`config.mk`:
```
export PLATFORM = sky130hd
export DESIGN_NAME = vu_level_meter
export DESIGN_NICKNAME = d
export VERILOG_FILES = /design/src/rtl/vu_level_meter.sv
export SDC_FILE = /design/constraint.sdc
export NUM_CORES = 1
export LEC_CHECK = 0
export ABC_AREA = 1
export BUFFER_PORTS_ARGS = -buffer_cell sky130_fd_sc_hd__buf_4
export CAP_MARGIN = 5
export CORE_ASPECT_RATIO = 1.25
export CORE_MARGIN = 1
export CORE_UTILIZATION = 50
export CTS_CLUSTER_DIAMETER = 200
export DETAILED_ROUTE_END_ITERATION = 8
export GPL_TIMING_DRIVEN = 0
export PLACE_DENSITY = 0.74
export SYNTH_ARGS = -nofsm -noshare
export SYNTH_HDL_FRONTEND = slang
export SYNTH_SLANG_ARGS = --single-unit
```
`constraint.sdc`:
```
create_clock -name clkx16 -period 2.4 [get_ports clkx16]
set_clock_uncertainty 0.05 [all_clocks]
set_input_delay 0.48 -clock clkx16 [delete_from_list [all_inputs] [get_ports clkx16]]
set_output_delay 0.48 -clock clkx16 [all_outputs]
set_load 0.01 [all_outputs]
```
`src/rtl/vu_level_meter.sv`:
```
// vu_level_meter: turns received signed sample bytes into an LED bar level with
// fast attack and linear decay, plus an optional peak-hold dot.
// Optional feature macro: VU_PEAK_HOLD_EN builds the peak register, hold counter
// and peak FSM; without it peak_dot is tied to all zeros.
module vu_level_meter #(
    parameter int NUM_LEDS    = 8,
    parameter int DECAY_TICKS = 600,
    parameter int HOLD_TICKS  = 9600
) (
    input  logic                clkx16,
    input  logic                reset,
    input  logic [7:0]          data,
    input  logic                load,
    input  logic                error,
    output logic [NUM_LEDS-1:0] bar,
    output logic [NUM_LEDS-1:0] peak_dot,
    output logic                fault
);

    localparam int CW = (DECAY_TICKS > 1) ? $clog2(DECAY_TICKS) : 1;
    localparam logic [CW-1:0] TICK_LAST = CW'(DECAY_TICKS - 1);

    logic [CW-1:0] count;
    logic          tick;
    logic [6:0]    level;
    logic [6:0]    level_next;
    logic [6:0]    mag;
    logic [6:0]    dec;
    logic [7:0]    data_neg;

    assign tick     = (count == TICK_LAST);
    assign data_neg = 8'd0 - data;

    // Magnitude of the signed sample, with -128 saturating to 127, and the next level
    always_comb begin
        mag = data[6:0];
        if (data[7]) begin
            mag = (data == 8'h80) ? 7'd127 : data_neg[6:0];
        end
        dec = (tick && level != 7'd0) ? level - 7'd1 : level;
        level_next = dec;
        if (error) begin
            level_next = 7'd0;
        end else if (load && mag > dec) begin
            level_next = mag;
        end
    end

    // Free-running decay tick counter, level register and registered fault flag
    always_ff @(posedge clkx16) begin
        if (reset) begin
            count <= '0;
            level <= 7'd0;
            fault <= 1'b0;
        end else begin
            count <= tick ? '0 : count + CW'(1);
            level <= level_next;
            fault <= error;
        end
    end

    // Thermometer decode: LED i lights when level exceeds i*128/NUM_LEDS
    always_comb begin
        bar = '0;
        for (int i = 0; i < NUM_LEDS; i++) begin
            bar[i] = (level > 7'((i * 128) / NUM_LEDS));
        end
    end

`ifdef VU_PEAK_HOLD_EN
    localparam int HW = $clog2(HOLD_TICKS + 1);
    localparam logic [HW-1:0] HOLD_LOAD = HW'(HOLD_TICKS - 1);

    typedef enum logic [1:0] {P_IDLE, P_HOLD, P_FALL} peak_state_t;

    peak_state_t   state;
    logic [6:0]    peak;
    logic [6:0]    peak_fall;
    logic [HW-1:0] hold;

    // Falling peak value for this cycle, never allowed to drop below the new level
    always_comb begin
        peak_fall = (tick && peak != 7'd0) ? peak - 7'd1 : peak;
        if (peak_fall < level_next) begin
            peak_fall = level_next;
        end
    end

    // Peak FSM: capture on a new maximum, hold for HOLD_TICKS, then fall with the decay tick
    always_ff @(posedge clkx16) begin
        if (reset) begin
            state <= P_IDLE;
            peak  <= 7'd0;
            hold  <= '0;
        end else if (error) begin
            state <= P_IDLE;
            peak  <= 7'd0;
            hold  <= '0;
        end else if (level_next > peak) begin
            state <= P_HOLD;
            peak  <= level_next;
            hold  <= HOLD_LOAD;
        end else begin
            case (state)
                P_HOLD: begin
                    if (hold == '0) begin
                        state <= P_FALL;
                    end else begin
                        hold <= hold - HW'(1);
                    end
                end
                P_FALL: begin
                    peak <= peak_fall;
                    if (peak_fall == 7'd0) begin
                        state <= P_IDLE;
                    end
                end
                default: state <= P_IDLE;
            endcase
        end
    end

    // One-hot dot at the highest LED whose threshold the peak exceeds
    always_comb begin
        peak_dot = '0;
        for (int i = 0; i < NUM_LEDS; i++) begin
            if (peak > 7'((i * 128) / NUM_LEDS)) begin
                peak_dot    = '0;
                peak_dot[i] = 1'b1;
            end
        end
    end
`else
    assign peak_dot = '0;
`endif

endmodule

```
==> reports/metrics.json <==
{
  "status": {"value": "finished, violations left"},
  "failed_checks": {"value": "negative setup slack"},
  "finalCriticalPeriod": {"value": 2590, "unit": "ps"},
  "fin_nets": {"value": 306},
  "io_buffer_count": {"value": 19},
  "placed_cell_area": {"value": 1790, "unit": "um2"},
  "type_of_the_worst_setup_path": {"value": "register to register"},
  "final-hold-violation-count": {"value": 0},
  "wl_per_cell": {"value": 9.88, "unit": "um"},
  "synth.mux.area_fraction": {"value": 0, "unit": "%"},
  "die_area": {"value": 3290, "unit": "um2"},
  "wirelength": {"value": 3.15, "unit": "mm"},
  "largest_net_degree_at_the_start_of_global_routing": {"value": 11},
  "synth-warning-count": {"value": 0},
  "synth.ff_latch_count": {"value": 18},
  "setup_viol_count_final": {"value": 7},
  "critical_path.max_fanout": {"value": 6},
  "timing_worst_slew_pin_value": {"value": 563, "unit": "ps"},
  "coreArea": {"value": 2920, "unit": "um2"},
  "h-tree-depth": {"value": 1},
  "antenna_found_initial": {"value": 0},
  "placementRows": {"value": 22},
  "leak_pwr": {"value": 1.01, "unit": "nW"},
  "final_critical_path_setup_slack": {"value": -189, "unit": "ps"},
  "crit_path_launch_type": {"value": "register"},
  "final_layout_size_suffix_gt1_share": {"value": 36.0, "unit": "%"},
  "syn_inst": {"value": 239},
  "ios": {"value": 29},
  "peakVddDrop": {"value": 0.244, "unit": "mV"},
  "floorplan.initialDensity": {"value": 52.6, "unit": "%"},
  "die-height": {"value": 63.9, "unit": "um"},
  "finalMaxSlewViolations": {"value": 0},
  "synth-seq-area-share": {"value": 23.5, "unit": "%"},
  "max_clock_freq": {"value": 386, "unit": "MHz"},
  "tritoncts_sink_count": {"value": 18},
  "worst_hold_path_type": {"value": "input port to register"},
  "synth.avg_cell_area": {"value": 6.42, "unit": "um2"},
  "synth_top_family_by_area": {"value": "simple AND/OR/NAND/NOR gates"},
  "route.detailed.drc": {"value": 0},
  "antenna_left": {"value": 0},
  "layout.core_utilization": {"value": 69.8, "unit": "%"},
  "synth-compound-area-share": {"value": 6.20, "unit": "%"},
  "yosys.cell_count.top_type": {"value": "nand2_1"},
  "clk-insertion-delay-late": {"value": 290, "unit": "ps"},
  "cts-buffers-inserted": {"value": 3},
  "yosys.area_share.xor_xnor": {"value": 3.43, "unit": "%"},
  "grt_overflow": {"value": 0},
  "area.sequential": {"value": 367, "unit": "um2"},
  "critPathCaptureType": {"value": "register"},
  "crit_path_max_incr_delay": {"value": 370, "unit": "ps"},
  "clk_pin_slew_worst_paths": {"value": 110, "unit": "ps"},
  "crit_required": {"value": 2540, "unit": "ps"},
  "worst_r2r_setup_slack": {"value": -190, "unit": "ps"},
  "post_layout_nonfiller_instances": {"value": 319},
  "dr.pass1.iters": {"value": 4},
  "gr-usage-all-layers": {"value": 21.5, "unit": "%"},
  "finalWeightedCongestion": {"value": 0.860},
  "dieWidth": {"value": 51.5, "unit": "um"},
  "post_synth_fa_ha_maj_area_fraction": {"value": 8.16, "unit": "%"},
  "multi_input_comb_area": {"value": 1120, "unit": "um2"},
  "post_synth_instance_area": {"value": 1530, "unit": "um2"},
  "post-synth-top-area-fraction": {"value": 23.5, "unit": "%"},
  "first_iter_violations": {"value": 20},
  "critPathSlowestCell": {"value": "dfxtp_2"},
  "synth.top_cells.by_area": {"value": "dfxtp_1, nand2_1, nor2_1, ha_1, inv_1"},
  "synth.largest_area_cell": {"value": "dfxtp_1"},
  "grt_setup_unrepaired": {"value": "true"},
  "routed_via_density": {"value": 4.74},
  "fin_crit_sh": {"value": 108, "unit": "%"},
  "grt_pass1_wl": {"value": 5.54, "unit": "mm"},
  "cts.path.max_buffers": {"value": 2},
  "vias_post_dr": {"value": 1511},
  "synth_cell_type_count": {"value": 33},
  "synthArstFlopShare": {"value": 0, "unit": "%"},
  "antenna_diode_count": {"value": 0},
  "path_cells": {"value": "ha_4 -> nand2_4 -> inv_2 -> nand3_2 -> nor2_4 -> nand2_2 -> nor2_4 -> nand2_2 -> xor2_2 -> ha_4 -> nand2_2 -> nor2_4 -> nand3_2 -> o21a_1 -> nand2_4 -> buf_6 -> nand2_2 -> nand2_2 -> nor2_2"},
  "placed_cells_incl_taps": {"value": 301},
  "cpMostUsedCell": {"value": "nand2_2"},
  "totalNegativeSetupSlack": {"value": -995, "unit": "ps"},
  "cap_violations": {"value": 0},
  "fillcell_total": {"value": 260},
  "power.density_cell_area": {"value": 410, "unit": "nW/um2"},
  "cts_tree": {"value": "yes"},
  "synth_enable_flop_cells": {"value": 0},
  "ctsRootBufferMaster": {"value": "clkbuf_4"},
  "finalHoldWorstSlack": {"value": 291, "unit": "ps"},
  "maxSlewHeadroom": {"value": 62.3, "unit": "%"},
  "areaGrowthSynthToFinish": {"value": 32.7, "unit": "%"},
  "dpl.hpwl": {"value": 2.24, "unit": "mm"},
  "ys.flop_type": {"value": "dfxtp_1"},
  "finished_cell_area": {"value": 2040, "unit": "um2"},
  "first_global_vias": {"value": 1340},
  "most_numerous_cell_types_in_the_synthesized_netlist": {"value": "nand2_1, nor2_1, inv_1"},
  "synth_simple_gate_area_share": {"value": 44.7, "unit": "%"},
  "timing.critical_path.arrival": {"value": 2730, "unit": "ps"}
}
## flip-flops by register name (all words and copies together), names as in the netlist
| signal | flops |
|---|---|
| count | 10 |
| fault | 1 |
| level | 7 |
## worst max-delay path, delay by kind of cell (launching register included)
kind / cells / cell delay [ps]
compound gates: 1 / 220
fa+ha+maj: 2 / 450
flops: 1 / 370
simple gates: 13 / 1020
buf+inv: 2 / 200
xor+xnor: 1 / 170
## placed cells by master (no fill, tap or decap), drive strengths merged
master  synthesis  layout
nand3b          1       1
clkbuf          1       5
nor3b           2       2
o21a            1       1
nor3            6       6
o211ai          1       1
nor2           48      48
o21ai           6       6
dfxtp          18      18
xor2            6       6
inv            35      35
nand2          64      64
o21bai          1       1
nor4            1       1
or2             2       2
buf            10      43
nand4           2       2
ha             10      10
a211oi          1       1
conb            1       8
nand3          15      15
a21oi           7       7
## power breakdown
part	switching [W]	total (W)	internal (W)	leakage (nW)
sequential	0.0000144	0.000327	0.000312	0.149
clock	0.0000934	0.000186	0.0000924	0.0210
combinational	0.000178	0.000323	0.000145	0.845
total	0.000286	0.000836	0.000549	1.01
## stage by stage
stage | power (W) | setup WS [ps]
floorplan | 0.000536 | -57.3
global placement | 0.000596 | -308
detailed placement | 0.000600 | -308
CTS | 0.000812 | -141
global route | 0.000898 | -375
finish | 0.000836 | -189
## metal layers
metal	vias to the layer above	track usage, %	routed length, um
li1	811	-	-
met5	-	0	0
met3	2	1.43	83
met4	0	8.11	28
met1	670	27.1	1440
met2	28	37.2	1600
## kinds of logic (layout without fill, tap and decap cells)
family                     count (synthesis)  in the layout
buffers and inverters                     46             83
DFF                                       18             18
AOI/OAI and AO/OA                         17             17
and+or+nand+nor                          141            141
xor gates and xnor gates                   6              6
adders and majority gates                 10             10
other                                      1              8
## worst paths after layout
kind                                 end  cells past startpoint  startpoint
worst min-delay path               fault                      2       reset
worst min register to register  count[6]                      2    count[6]
worst max-delay path            level[4]                     19    count[1]
worst max register to register  level[4]                     19    count[1]
## final cells by class
cell class | count | share of cell area [%]
Inverter | 35 | 6.58
Timing Repair Buffer | 33 | 12.4
Tap cell | 36 | 2.21
Clock buffer | 4 | 1.78
Sequential cell | 18 | 18.0
Buffer | 11 | 3.93
Multi-Input combinational cell | 182 | 55.1
## what timing repair did
action	in CTS	in global routing
buffers inserted	9	4
hold buffers	0	0
pin swaps	12	13
gates cloned	1	0
hold endpoints to repair	0	0
setup endpoints to repair	7	7
gates resized for setup	13	12
No activity file was read; power rests on OpenSTA's default activity.
